[src/rtl/fetch_decode_stage_if.sv]
// Instruction-memory fetch handshake between fetch_decode_stage and imem.
//   imem_req   : fetch request, held until imem_ready
//   imem_addr  : word address of the request
//   imem_ready : response valid, imem_rdata sampled in the same cycle
//   imem_rdata : instruction word
// master = fetch stage, slave = instruction memory.
interface fetch_decode_stage_if #(
  parameter int PC_W    = 19,
  parameter int INSTR_W = 20
);
  logic               imem_req;
  logic [PC_W-1:0]    imem_addr;
  logic               imem_ready;
  logic [INSTR_W-1:0] imem_rdata;

  modport master (output imem_req, imem_addr, input imem_ready, imem_rdata);
  modport slave  (input imem_req, imem_addr, output imem_ready, imem_rdata);
endinterface

[src/rtl/fetch_decode_stage.sv]
// Instruction fetch stage plus IF/ID pipeline register.
// Holds the PC, fetches words over the imem req/ready handshake, buffers one
// word in a skid register while decode stalls, and accepts branch redirects.
// Ports:
//   clk, rst_n        : clock, asynchronous active-low reset
//   imem (master)     : imem_req/imem_addr out, imem_ready/imem_rdata in
//   stall             : decode cannot accept, ID register holds
//   flush             : squash ID register and skid, PC unchanged
//   branch_taken/_target : redirect fetch (highest priority, not in IDLE)
//   id_valid/id_instr/id_pc : IF/ID register
//   id_imm/id_imm_src : immediate field and class select for Extend
// Optional: define FETCH_PERF_EN to add perf_fetched / perf_stall counters
// (32-bit, saturating).
module fetch_decode_stage #(
  parameter int              PC_W     = 19,
  parameter int              INSTR_W  = 20,
  parameter logic [PC_W-1:0] RESET_PC = '0
) (
  input  logic                  clk,
  input  logic                  rst_n,
  fetch_decode_stage_if.master  imem,
  input  logic                  stall,
  input  logic                  flush,
  input  logic                  branch_taken,
  input  logic [PC_W-1:0]       branch_target,
  output logic                  id_valid,
  output logic [INSTR_W-1:0]    id_instr,
  output logic [PC_W-1:0]       id_pc,
  output logic [14:0]           id_imm,
  output logic [1:0]            id_imm_src
`ifdef FETCH_PERF_EN
  ,
  output logic [31:0]           perf_fetched,
  output logic [31:0]           perf_stall
`endif
);

  typedef enum logic [1:0] {S_IDLE, S_FETCH, S_HOLD} state_t;

  state_t             state_q, state_d;
  logic [PC_W-1:0]    pc_q, pc_d;
  logic [INSTR_W-1:0] skid_instr_q, skid_instr_d;
  logic [PC_W-1:0]    skid_pc_q, skid_pc_d;
  logic               id_valid_q, id_valid_d;
  logic [INSTR_W-1:0] id_instr_q, id_instr_d;
  logic [PC_W-1:0]    id_pc_q, id_pc_d;

  logic accept;
  logic redirect;
  logic id_load;

  assign accept   = (state_q == S_FETCH) && imem.imem_ready;
  assign redirect = branch_taken && (state_q != S_IDLE);
  // ID register loads from memory (free ID) or from the skid (stall released);
  // flush and redirect discard whatever would have been loaded.
  assign id_load  = !stall && !flush && !redirect &&
                    (accept || (state_q == S_HOLD));

  always_comb begin
    state_d      = state_q;
    pc_d         = pc_q;
    skid_instr_d = skid_instr_q;
    skid_pc_d    = skid_pc_q;
    id_valid_d   = id_valid_q;
    id_instr_d   = id_instr_q;
    id_pc_d      = id_pc_q;

    unique case (state_q)
      S_IDLE:  state_d = S_FETCH;
      S_FETCH: begin
        if (accept) begin
          pc_d = pc_q + PC_W'(1);
          if (stall) begin
            skid_instr_d = imem.imem_rdata;
            skid_pc_d    = pc_q;
            state_d      = S_HOLD;
          end
        end else if (!stall) begin
          id_valid_d = 1'b0;
        end
      end
      S_HOLD:  if (!stall) state_d = S_FETCH;
      default: state_d = S_IDLE;
    endcase

    if (id_load) begin
      id_valid_d = 1'b1;
      id_instr_d = (state_q == S_HOLD) ? skid_instr_q : imem.imem_rdata;
      id_pc_d    = (state_q == S_HOLD) ? skid_pc_q    : pc_q;
    end

    // Skid occupancy is implied by S_HOLD, so leaving HOLD clears it.
    if (flush) begin
      id_valid_d = 1'b0;
      if (state_d == S_HOLD) state_d = S_FETCH;
    end

    if (redirect) begin
      pc_d       = branch_target;
      id_valid_d = 1'b0;
      state_d    = S_FETCH;
    end
  end

  always_ff @(posedge clk or negedge rst_n) begin
    if (!rst_n) begin
      state_q      <= S_IDLE;
      pc_q         <= RESET_PC;
      skid_instr_q <= '0;
      skid_pc_q    <= '0;
      id_valid_q   <= 1'b0;
      id_instr_q   <= '0;
      id_pc_q      <= '0;
    end else begin
      state_q      <= state_d;
      pc_q         <= pc_d;
      skid_instr_q <= skid_instr_d;
      skid_pc_q    <= skid_pc_d;
      id_valid_q   <= id_valid_d;
      id_instr_q   <= id_instr_d;
      id_pc_q      <= id_pc_d;
    end
  end

  assign imem.imem_req  = (state_q == S_FETCH);
  assign imem.imem_addr = pc_q;
  assign id_valid       = id_valid_q;
  assign id_instr       = id_instr_q;
  assign id_pc          = id_pc_q;
  assign id_imm         = id_instr_q[14:0];
  assign id_imm_src     = id_instr_q[INSTR_W-1 -: 2];

`ifdef FETCH_PERF_EN
  logic [31:0] perf_fetched_q, perf_fetched_d;
  logic [31:0] perf_stall_q, perf_stall_d;

  always_comb begin
    perf_fetched_d = perf_fetched_q;
    perf_stall_d   = perf_stall_q;
    if (id_load && (perf_fetched_q != '1))
      perf_fetched_d = perf_fetched_q + 32'd1;
    if (stall && id_valid_q && (perf_stall_q != '1))
      perf_stall_d = perf_stall_q + 32'd1;
  end

  always_ff @(posedge clk or negedge rst_n) begin
    if (!rst_n) begin
      perf_fetched_q <= '0;
      perf_stall_q   <= '0;
    end else begin
      perf_fetched_q <= perf_fetched_d;
      perf_stall_q   <= perf_stall_d;
    end
  end

  assign perf_fetched = perf_fetched_q;
  assign perf_stall   = perf_stall_q;
`endif

endmodule
[src/flat_wrapper.sv]
// flat-port wrapper written by rule: the top's interface ports become plain ports
module fetch_decode_stage_flat 
#(
  parameter int              PC_W     = 19,
  parameter int              INSTR_W  = 20,
  parameter logic [PC_W-1:0] RESET_PC = '0
)
  (clk, rst_n, stall, flush, branch_taken, branch_target, id_valid, id_instr, id_pc, id_imm, id_imm_src, imem_imem_req, imem_imem_addr, imem_imem_ready, imem_imem_rdata);
  fetch_decode_stage_if #(.PC_W(PC_W), .INSTR_W(INSTR_W)) imem_i ();
  input  logic clk;
  input  logic rst_n;
  input  logic stall;
  input  logic flush;
  input  logic branch_taken;
  input  logic [PC_W-1:0] branch_target;
  output logic id_valid;
  output logic [INSTR_W-1:0] id_instr;
  output logic [PC_W-1:0] id_pc;
  output logic [14:0] id_imm;
  output logic [1:0] id_imm_src;
  output wire logic [$bits(imem_i.imem_req)-1:0] imem_imem_req;
  output wire logic [$bits(imem_i.imem_addr)-1:0] imem_imem_addr;
  input wire logic [$bits(imem_i.imem_ready)-1:0] imem_imem_ready;
  input wire logic [$bits(imem_i.imem_rdata)-1:0] imem_imem_rdata;
  assign imem_imem_req = imem_i.imem_req;
  assign imem_imem_addr = imem_i.imem_addr;
  assign imem_i.imem_ready = imem_imem_ready;
  assign imem_i.imem_rdata = imem_imem_rdata;
  fetch_decode_stage #(.PC_W(PC_W), .INSTR_W(INSTR_W), .RESET_PC(RESET_PC)) u_core (.clk(clk), .rst_n(rst_n), .imem(imem_i), .stall(stall), .flush(flush), .branch_taken(branch_taken), .branch_target(branch_target), .id_valid(id_valid), .id_instr(id_instr), .id_pc(id_pc), .id_imm(id_imm), .id_imm_src(id_imm_src));
endmodule
[config.mk]
export PLATFORM = sky130hd
export DESIGN_NAME = fetch_decode_stage_flat
export DESIGN_NICKNAME = d
export VERILOG_FILES = /design/src/rtl/fetch_decode_stage_if.sv /design/src/rtl/fetch_decode_stage.sv /design/src/flat_wrapper.sv
export SDC_FILE = /design/constraint.sdc
export NUM_CORES = 1
export LEC_CHECK = 0
export ABC_AREA = 1
export CAP_MARGIN = 20
export CORE_MARGIN = 1.5
export CORE_UTILIZATION = 40
export DETAILED_ROUTE_END_ITERATION = 10
export PLACE_DENSITY = 0.75
export SETUP_SLACK_MARGIN = 0.15
export SLEW_MARGIN = 20
export SYNTH_ARGS = -nofsm -noshare
export SYNTH_HDL_FRONTEND = slang
export SYNTH_SLANG_ARGS = --single-unit
[constraint.sdc]
create_clock -name clk -period 1.6 [get_ports clk]
set_input_delay 0.4 -clock clk [delete_from_list [all_inputs] [get_ports clk]]
set_output_delay 0.4 -clock clk [all_outputs]
set_load 0.03 [all_outputs]
== Word-level counts from Yosys, hierarchy flattened ==
Index checks and enable logic that the tools add are counted.

* Bits in registers: 100
* Input bits: 45
* Output and inout bits: 77
* Word-level logic and storage cells: 48

* Add/subtract/negate cells: 1
* Equal/unequal tests: 5
* Mux-type cells: 18
* Reduce and logical (&&, ||, !) cells: 17

{| class="wikitable"
|+ Operators by type and width
! kind !! count
|-
| $mux W19 || 4
|-
| $mux W20 || 1
|-
| $add A19 B1 Y19 const B || 1
|-
| $mux W2 || 6
|-
| $mux W1 || 6
|-
| $pmux W2 S3 || 1
|-
| $reduce_and A3 Y1 || 2
|-
| $reduce_bool A2 Y1 || 3
|-
| $logic_and A1 B1 Y1 || 5
|-
| $eq A2 B2 Y1 const B || 2
|-
| $ne A4 B1 Y1 const B || 1
|-
| $ne A4 B4 Y1 const B || 1
|-
| $reduce_bool A4 Y1 || 1
|-
| $logic_not A1 Y1 || 3
|-
| $eq A2 B1 Y1 const B || 1
|-
| $logic_not A2 Y1 || 1
|-
| $reduce_and A2 Y1 || 1
|-
| $logic_or A1 B1 Y1 || 1
|}

== Longest topological paths before layout ==
* Word-level depth: 8
* Depth in mapped cells: 10
* Depth with buffers taken out: 9

== Worst setup path after synthesis ==
No wires, ideal clock.

* Path kind: reg-to-reg
* Start point: reg u_core.pc_q[0], in the netlist u_core.imem.imem_addr[0]
* End point: reg u_core.pc_q[16], in the netlist u_core.imem.imem_addr[16]
* Library setup time: 0.065 ns
* Arrival time: 1.483 ns
* Path slack: 0.052 ns
* Stages on the path, launching flop included: 9
* Path buffers: 0
* Cell sequence: dfrtp_1 -> ha_1 -> inv_1 -> nor2_1 -> nand2_1 -> nor2_1 -> xor2_1 -> nand2_1 -> nand2_1

* Cells in the longest elaborated chain, start to end: 4

{| class="wikitable"
|+ RTL lines
! element !! RTL line !! source
|-
| start, declared || fetch_decode_stage.sv:41 || <nowiki>logic [PC_W-1:0] pc_q, pc_d;</nowiki>
|-
| start signal, assigned || fetch_decode_stage.sv:116 || <nowiki>pc_q <= pc_d;</nowiki>
|-
| $add A19 B1 Y19 || fetch_decode_stage.sv:72 || <nowiki>pc_d = pc_q + PC_W'(1);</nowiki>
|-
| $mux W19 || fetch_decode_stage.sv:71 || <nowiki>if (accept) begin</nowiki>
|-
| $mux W19 || fetch_decode_stage.sv:68 || <nowiki>unique case (state_q)</nowiki>
|-
| $mux W19 || fetch_decode_stage.sv:98 || <nowiki>if (redirect) begin</nowiki>
|}

No other way between the ends. The select of a mux whose other input is x is not followed.
A chain may end at the register's enable or synchronous reset.

== Final worst setup path ==
* Start point: reg u_core.state_q[1]
* End point: out imem_imem_req

* Cells in the longest elaborated chain, start to end: 1

{| class="wikitable"
|+ RTL lines
! element !! RTL line !! source
|-
| start, declared || fetch_decode_stage.sv:40 || <nowiki>state_t state_q, state_d;</nowiki>
|-
| start signal, assigned || fetch_decode_stage.sv:115 || <nowiki>state_q <= state_d;</nowiki>
|-
| $eq A2 B1 Y1 || fetch_decode_stage.sv:125 || <nowiki>assign imem.imem_req = (state_q == S_FETCH);</nowiki>
|-
| end, declared || flat_wrapper.sv:21 || <nowiki>output wire logic [$bits(imem_i.imem_req)-1:0] imem_imem_req;</nowiki>
|}

No other way between the ends.

==> results.yml <==
status:
  status: "completed"
setup_path:
  crit_start: "u_core.state_q[1]"
  critical_path.cell_chain: "nor2_4 -> buf_12"
  rr_startpoint: "u_core.state_q[1]"
  worstRegToRegCells: 6
  max_stage_delay_ns: 0.46
  ff2ff_setup_slack_ns: 0.14
  rr_endpoint: "u_core.skid_instr_q[2]"
  crit_buf_inv: 1
  worstSetupEndpoint: "imem_imem_req"
  cp_top_family: "flip-flops"
  startpoint_type: "flip-flop"
  slowest_stage: "dfrtp_2"
  worstPathRequired_ns: 1.20
  critPathKind: "reg2out"
  path_max_fanout: 4
  endpoint_kind: "primary output"
  cp_num_cells: 2
  arrival_ns: 1.12
timing:
  hold_viol_final: 0
  fin_crit_ns: 1.52
  hold_ws_ns: 0.0379
  final.period_utilization: 0.947
  worstMarginPinSlew_ns: 0.288
  rsz0062_at_grt: "true"
  report.final.slew_viol_count: 0
  slew_headroom: 0.808
  fmax_ghz: 0.660
  finClkSkew_ns: 0.00789
  setup_viol: 0
clock_tree:
  clk_pin_slew_ns: 0.07
  hold_buffers: 0
  ctsHtreeMaxLevel: 3
  clk_path_buf_depth: 2
  cts_tree: "yes"
  cts_buffers: 9
  clock_sinks: 100
  cts_root_buf: "clkbuf_16"
  clk_latency_ns: 0.35
layout:
  syn2layout_area_growth_pct: 38.7
  final_core_util: 0.576
  final_area_um2: 6970
  n_fill_cell: 1082
  diodes: 0
  finalNetCount: 738
  drive_above_1_share: 0.321
floorplan:
  core_um2: 12100
  die_x_um: 115
  fp.dieH_um: 115
  start_util: 0.415
  dieArea_um2: 13300
  top_level_ports: 122
  rows: 40
global_route:
  grt_max_degree: 53
  grt_overflow: 0
  track_usage: 0.201
  grt_pass1_wl_um: 20600
  grt_pass1_vias: 4242
  antenna_found_initial: 0
yosys:
  async_reset_ff_frac: 1.00
  synthMostInstantiatedCell: "nand2_1"
  synth_ff_type: "dfrtp_1"
  synth_area_leaders: "dfrtp_1, nand2_1, mux2_4, o21ai_0, mux2i_1"
  syn-mean-instance-area_um2: 9.24
  syn_area_um2: 5030
  ys_seq_elements: 100
  synthCells: 544
  synth_warnings: 0
  yosys-top-cells-count: "nand2_1, dfrtp_1, o21ai_0"
  synth.largest_area_cell: "dfrtp_1"
  synth_top_area_share: 0.498
  synth_cell_types: 30
  ys_seq_area_frac: 0.498
  syn-num-nets: 590
  synth_edf_count: 0
pwr:
  power_w: 0.00820
  peakVddDrop_mv: 0.502
  power_density_nw_per_um2: 1180
  p_leak_nw: 3.53
routing:
  vias: 4310
  wl_per_cell_um: 15.1
  drc: 0
  dr.pass1.iters: 5
  dr.first_iter.drc_count: 329
  detail-route-antenna-nets: 0
  wirelength_um: 13100
  viasPerCell: 4.98
placed_design:
  place_hpwl_um: 9060
  portBuffers: 121
  gp_congestion: 0.953
  placed_cell_area_um2: 6580
hold_path:
  worstHoldPathType: "in2async"
job:
  maxCapViolCount: 0
-- per-stage QoR --
stage | TNS [ns] | instances | worst slack (ns)
2_1_floorplan | 0 | 544 | 0.127
3_3_place_gp | -14.85 | 832 | -0.266
3_5_place_dp | -17.95 | 832 | -0.276
4_1_cts | 0 | 858 | 0.0815
5_1_grt | 0 | 865 | 0.0337
6_report | 0 | 865 | 0.0841
-- worst min path at each step --
stage | end | slack [ns] | depth (start not counted)
global placement | u_core.imem.imem_addr[10] | 0.41 | 2
detailed placement | u_core.imem.imem_addr[14] | 0.42 | 2
finish | u_core.imem.imem_addr[14] | 0.04 | 2
CTS | u_core.imem.imem_addr[8] | 0.05 | 2
global route | u_core.imem.imem_addr[8] | 0.05 | 2
floorplan | u_core.id_instr[0] | 0.10 | 0
-- power by group --
| group | total [W] | switching, W | internal (W) |
|---|---|---|---|
| Sequential | 0.00334 | 0.000319 | 0.00302 |
| Clock | 0.00202 | 0.000923 | 0.00110 |
| Combinational | 0.00284 | 0.00173 | 0.00111 |
-- layout by cell type, fill, tap and decap left out, types with 12 or more instances in the layout --
cell type,n
buf_4,35
mux2_4,21
clkbuf_16,12
buf_12,13
clkdlybuf4s15_2,17
mux2i_1,21
o21ai_2,15
nor2_1,18
nand2_1,148
nand3_1,16
dfrtp_1,96
inv_1,31
o21ai_1,30
o21ai_0,46
clkdlybuf4s50_1,42
buf_2,59
-- cell families after synthesis --
kind of cell	after synthesis	share of synthesized area
muxes	42	0.105
xor gates and xnor gates	8	0.0139
buffers and inverters	80	0.0928
and+or+nand+nor	208	0.168
DFF	100	0.498
adders and majority gates	1	0.00249
AOI/OAI and AO/OA	105	0.120
-- final cells by class --
cell class	count	area (um^2)	area share
Clock buffer	12	246	0.0353
Clock inverter	4	23.8	0.00341
Inverter	39	165	0.0237
Tap cell	168	210	0.0301
Multi-Input combinational cell	364	2170	0.312
Timing Repair Buffer	178	1650	0.236
Sequential cell	100	2510	0.360
-- routing by layer --
metal,track usage,vias to the layer above,part of all wire
li1,-,2059,-
met1,0.266,2048,0.44
met2,0.327,184,0.47
met3,0.0348,19,0.074
met4,0.0889,0,0.017
met5,0,-,0
-- sequential cells by signal (all words and copies together), names as in the netlist --
register and cells:
u_core.id_valid 1, u_core.id_instr 20, u_core.imem.imem_addr 19, u_core.skid_pc_q 19
u_core.skid_instr_q 20, u_core.id_pc 19, u_core.state_q 2
-- what timing repair did --
action	CTS	global route
pin swaps	2	7
gates resized for setup	274	131
endpoints found under the setup margin	170	118
cloned	2	3
buffers inserted	8	4
Note: power is estimated with default switching activity, not from simulation.
==> patch 1: new RTL, same flow settings <==
Register the input `branch_target` before use, with the module's reset. The logic sees it one clock later. The other inputs are not delayed to match.
--- a/src/rtl/fetch_decode_stage.sv
+++ b/src/rtl/fetch_decode_stage.sv
@@ -36,6 +36,16 @@
 );
 
   typedef enum logic [1:0] {S_IDLE, S_FETCH, S_HOLD} state_t;
+
+  logic [PC_W-1:0] branch_target_q;
+
+  always_ff @(posedge clk or negedge rst_n) begin
+    if (!rst_n) begin
+      branch_target_q <= '0;
+    end else begin
+      branch_target_q <= branch_target;
+    end
+  end
 
   state_t             state_q, state_d;
   logic [PC_W-1:0]    pc_q, pc_d;
@@ -96,7 +106,7 @@
     end
 
     if (redirect) begin
-      pc_d       = branch_target;
+      pc_d       = branch_target_q;
       id_valid_d = 1'b0;
       state_d    = S_FETCH;
     end
Formal check against the unedited RTL: not equivalent (Yosys sat finds a counterexample within 4 cycles, from zero or initial values and one cycle with rst_n low).
==> patch 1 against the unedited design <==
- sequential cell count rose by 19
- power rose by 32%
- routed wire length grew 10%
- fmax decreased by 3.3%
- area after synthesis up 5.1%
- synthesized cell count grew 3.7%
- setup slack lost 0.052 ns
- sequential share of layout area grew 2.3 points
- die area rose by 5.0%
- via count up 5.8%
- first-iteration DRC count is 13% higher
- design area increased by 12%
- combinational power up 2%
- clock skew rose by 0.0021 ns
- critical endpoint unchanged
- largest cell class unchanged
- largest power group is now clock
- highest routed layer unchanged
==> patch 1: results (changes against the unedited design) <==
dominant synthesized flop cell=dfrtp_1 (unchanged); Synth Area in Adders=0.00237 (was 0.00249); met2 GRT Util=0.311 (was 0.327); metal2 WL=6.86 mm (was 6.13 mm); peak supply drop=760 uV (was 502 uV); area share of xor/xnor cells in the synthesized design=0.0133 (was 0.0139); GRT Util Overall=0.203 (was 0.201); Cell Area, Placed=0.00690 sq mm (was 0.00658 sq mm); clock buffer depth=2 (unchanged); layout cell share with drive strength beyond 1=0.342 (was 0.321); Routed Wire Length=14.4 mm (was 13.1 mm); DP Cell Count=852 (was 832); post-synthesis cell count=564 (was 544); TritonCTS Buffers=17 (was 9); Met3 Routed Length=1.07 mm (was 967 um); Synth Net Count=610 (was 590); top post-synthesis cells by area=dfrtp_1 (56%), nand2_1 (12%), o21ai_0 (8.4%), mux2_2 (4.5%), mux2i_1 (4.0%) (was dfrtp_1 (50%), nand2_1 (12%), mux2_4 (6.3%), o21ai_0 (5.5%), mux2i_1 (4.2%)); Arr. time, crit path=1.17 ns (was 1.12 ns); setup bufs post-CTS=10 (was 8); # nets final=772 (was 738); pin count of the biggest net entering global routing=40 (was 53); PostCTS Resize Cnt=364 (was 274); via count=4561 (was 4310); Clock transition at path regs=0.05 ns (was 0.07 ns); Synth cell types=24 (was 30); compound-cell area share of the yosys netlist=0.104 (was 0.120); Clock Skew=0.00997 ns (was 0.00789 ns); vias in the first global route=4447 (was 4242); reg-to-reg endpoint=u_core.id_instr[19]$_DFFE_PN0P_ (was u_core.skid_instr_q[2]$_DFFE_PN0P_); global placement routability congestion=0.868 (was 0.953); worst reg-to-reg path cell count=7 (was 6); Relative slew margins=0.757 (was 0.808); met3 Use GR=0.0620 (was 0.0348); multiplexer share of the synthesized area=0.0845 (was 0.105); CTS Hold Bufs=1 (was 0); Max Used Layer=met4 (unchanged); Sw Pwr=3.49 mW (was 2.98 mW); WL per Instance=15.8 um (was 15.1 um); H-tree levels=4 (was 3); M1 WL=5.97 mm (was 5.76 mm); first-pass GRT wire length=22.3 mm (was 20.6 mm); initial DRC count=373 (was 329); reg2reg setup slack=0.05 ns (was 0.14 ns); Worst-Skew Late Latency=0.42 ns (was 0.35 ns); HP Class=input port to flop (was input port to async pin); met1 Use GR=0.263 (was 0.266); status=finished clean (unchanged); Static Leak=3.90 nW (was 3.53 nW); Post-synth top cells=nand2_1 (163), dfrtp_1 (119), o21ai_0 (89), inv_1 (37), nor2_1 (26) (was nand2_1 (156), dfrtp_1 (100), o21ai_0 (55), inv_1 (36), nor2_1 (26))
-- patch 1: power groups by stage --
stage               combinational, mW  sequential (mW)  clock [mW]
floorplan                        1.08             4.54           0
global placement                 2.93             3.95           0
detailed placement               2.97             3.99           0
CTS                              2.72             3.92        4.05
finish                           2.89             3.95        3.98
global route                     3.11             4.02        4.17
-- patch 1: cell type report --
class,instances,area [sq um]
clock buffers,23,468
clock inverters,9,148
fillers,1040,4960
inverters,39,160
multi-input cells,366,2120
flip-flops and latches,119,2990
well taps,172,215
repair buffers,183,1720
-- patch 1: through the flow --
step | util | worst slack (ns) | TNS (ns)
after global placement | 0.540 | -0.278 | -20.30
after CTS | 0.576 | 0.00187 | 0
after detailed placement | 0.540 | -0.305 | -23.09
after floorplan | - | 0.117 | 0
final | 0.612 | 0.0325 | 0
after global routing | 0.612 | -0.0425 | -0.199
==> patch 2: new RTL, config.mk and constraints unchanged <==
Without the edit above. `INSTR_W` is set to 20 in 3 places; all go to 18.
--- a/src/rtl/fetch_decode_stage_if.sv
+++ b/src/rtl/fetch_decode_stage_if.sv
@@ -6,7 +6,7 @@
 // master = fetch stage, slave = instruction memory.
 interface fetch_decode_stage_if #(
   parameter int PC_W    = 19,
-  parameter int INSTR_W = 20
+  parameter int INSTR_W = 18
 );
   logic               imem_req;
   logic [PC_W-1:0]    imem_addr;
--- a/src/rtl/fetch_decode_stage.sv
+++ b/src/rtl/fetch_decode_stage.sv
@@ -13,7 +13,7 @@
 // (32-bit, saturating).
 module fetch_decode_stage #(
   parameter int              PC_W     = 19,
-  parameter int              INSTR_W  = 20,
+  parameter int              INSTR_W  = 18,
   parameter logic [PC_W-1:0] RESET_PC = '0
 ) (
   input  logic                  clk,
--- a/src/flat_wrapper.sv
+++ b/src/flat_wrapper.sv
@@ -2,7 +2,7 @@
 module fetch_decode_stage_flat 
 #(
   parameter int              PC_W     = 19,
-  parameter int              INSTR_W  = 20,
+  parameter int              INSTR_W  = 18,
   parameter logic [PC_W-1:0] RESET_PC = '0
 )
   (clk, rst_n, stall, flush, branch_taken, branch_target, id_valid, id_instr, id_pc, id_imm, id_imm_src, imem_imem_req, imem_imem_addr, imem_imem_ready, imem_imem_rdata);
Interface: changed (resized id_instr and imem_imem_rdata); port bits go from 122 to 118. The function was not compared with the original's and may differ.
==> patch 2 against the unedited design <==
- design area is 0.75% lower
- area after synthesis is 6.8% lower
- power is 1.5% lower
- sequential cell count is 4 lower
- clock skew is 0.0029 ns lower
- first-iteration DRC count is 13% lower
- register-to-register slack worse by 0.11 ns
- routed wire length is 1.6% higher
- setup slack worse by 0.050 ns
- worst hold slack better by 0.44 ns
- critical path type is now flop to flop
- critical endpoint is now u_core.id_instr[7]$_DFFE_PN0P_
==> patch 2: results (changes against the unedited design) <==
reg2reg setup slack=0.03 ns (was 0.14 ns); dominant synthesized flop cell=dfrtp_1 (unchanged); Synth Net Count=578 (was 590); DR pass1 iterations=5 (unchanged); Static Leak=3.46 nW (was 3.53 nW); top post-synthesis cells by area=dfrtp_1 (51%), nand2_1 (12%), o21ai_0 (8.7%), mux2_2 (4.6%), mux2i_1 (4.1%) (was dfrtp_1 (50%), nand2_1 (12%), mux2_4 (6.3%), o21ai_0 (5.5%), mux2i_1 (4.2%)); IO Port Bufs=117 (was 121); hold path cells=2; Clock transition at path regs=0.07 ns (about the same); Ys Warns=0 (unchanged); compound-cell area share of the yosys netlist=0.119 (was 0.120); DPL Wire Length=8.23 mm (was 9.06 mm); Synth Area in Adders=0.00267 (was 0.00249); H-tree levels=3 (unchanged); DP Cell Count=786 (was 832); worst r2r src=u_core.state_q[1]$_DFF_PN0_ (unchanged); Clock Skew=0.00499 ns (was 0.00789 ns); clock buffer depth=2 (unchanged); layout cell share with drive strength beyond 1=0.345 (was 0.321); reg-to-reg endpoint=u_core.id_instr[7]$_DFFE_PN0P_ (was u_core.skid_instr_q[2]$_DFFE_PN0P_); Post-synth top cells=nand2_1 (151), dfrtp_1 (96), o21ai_0 (81), inv_1 (46), nand3_1 (21) (was nand2_1 (156), dfrtp_1 (100), o21ai_0 (55), inv_1 (36), nor2_1 (26)); worst reg-to-reg path cell count=5 (was 6); detailed-route vias per instance=5.15 (was 4.98); TritonCTS Buffers=9 (unchanged); Async S/R FF share, synth=1.00 (unchanged); peak supply drop=598 uV (was 502 uV); HP Class=flop to flop (was input port to async pin); number of antenna violations at the first check in global routing=0 (unchanged); # nets final=728 (was 738); global placement routability congestion=0.888 (was 0.953); Relative slew margins=0.736 (was 0.808); pin count of the biggest net entering global routing=39 (was 53); vias in the first global route=4180 (was 4242); Hold Path Origin=u_core.skid_pc_q[10]$_DFFE_PN0P_; number of max-cap violations=0 (unchanged); status=finished clean (unchanged); Hold Path Sink=u_core.skid_pc_q[10]$_DFFE_PN0P_; Synth cell types=28 (was 30); root buf cell=clkbuf_16 (unchanged); area share of xor/xnor cells in the synthesized design=0.0131 (was 0.0139); multiplexer share of the synthesized area=0.0862 (was 0.105); post-synthesis cell count=534 (was 544); Inserted Diodes=0 (unchanged); initial DRC count=286 (was 329); Arr. time, crit path=1.79 ns (was 1.12 ns); Worst-Skew Late Latency=0.33 ns (was 0.35 ns); first-pass GRT wire length=20.8 mm (was 20.6 mm); Seq/Total Area, Yosys=0.513 (was 0.498); WL per Instance=16.0 um (was 15.1 um); GRT Util Overall=0.209 (was 0.201); Max FO, Critical Path=18 (was 4); final cell count without fillers=832 (was 865)
-- patch 2: cell types whose count changed after synthesis, sizes merged, moves of 3 or more --
cell / unedited run / this run
buf: 37 / 32
clkbuf: 4 / 8
dfrtp: 100 / 96
inv: 39 / 49
nand2: 161 / 153
nand3: 18 / 22
nor2: 28 / 20
o211ai: 8 / 4
o21ai: 92 / 95
-- patch 2: where the power goes --
group	total [mW]	internal, mW	switching [mW]
clock	2.05	1.14	0.907
combinational	2.78	1.09	1.69
sequential	3.25	2.90	0.351
-- patch 2: what timing repair did --
action                                  CTS  global route
hold buffers                              1             0
endpoints found under the setup margin  132           130
hold endpoints to repair                 25             0
gates resized for setup                 291           142
pin swaps                                 2             3
cloned                                    7             7
setup buffers                            14             1
-- patch 2: cell families after synthesis --
group | Yosys count
AOI/OAI and AO/OA | 106
adders and majority gates | 1
muxes | 38
buffers and inverters | 89
and+or+nand+nor | 197
xor gates and xnor gates | 7
DFF | 96
-- patch 2: critical path, stage by stage (launching register included) --
cell and delay [ns]:
dfrtp_1 0.41, buf_4 0.15, nand2_2 0.11, buf_4 0.32, mux2i_1 0.38, o21ai_4 0.08
-- patch 2: layout make-up --
cell class                 instances  area [sq um]
fill                             959          4500
sequential                        96          2410
multi-input combinational        349          2060
timing repair buffer             179          1800
clock buffer                      12           256
inverter                          49           191
tap                              143           179
clock inverter                     4          27.5
-- patch 2: worst max path at each step --
stage | startpoint | to | cells past startpoint
6_report | u_core.state_q[1]$_DFF_PN0_ | u_core.id_instr[7]$_DFFE_PN0P_ | 5
5_1_grt | u_core.state_q[1]$_DFF_PN0_ | u_core.id_instr[7]$_DFFE_PN0P_ | 5
4_1_cts | u_core.state_q[1]$_DFF_PN0_ | u_core.id_pc[6]$_DFFE_PN0P_ | 11
3_5_place_dp | branch_taken | u_core.imem.imem_addr[18]$_DFFE_PN0P_ | 7
3_3_place_gp | branch_taken | u_core.imem.imem_addr[13]$_DFFE_PN0P_ | 7
2_1_floorplan | u_core.imem.imem_addr[2]$_DFFE_PN0P_ | u_core.imem.imem_addr[13]$_DFFE_PN0P_ | 10
-- patch 2: metrics by stage --
step | instance area [sq um] | utilization | worst slack [ns] | TNS, ns | hold slack (ns)
finish | 6920 | 0.606 | 0.0343 | 0 | 0.482
global route | 6920 | 0.606 | -0.0448 | -0.488 | 0.504
CTS | 6820 | 0.598 | 0.0662 | 0 | 0.484
detailed placement | 6070 | 0.532 | -0.339 | -20.29 | 0.347
global placement | 6070 | 0.532 | -0.319 | -17.33 | 0.345
floorplan | 4690 | - | 0.160 | 0 | 0.104
-- patch 2: routing by layer --
layer,track usage,routed length [um],up-vias
met5,0,0,-
met1,0.278,5680,2060
li1,-,-,2029
met4,0.0658,186,0
met2,0.345,6530,179
met3,0.0432,899,17
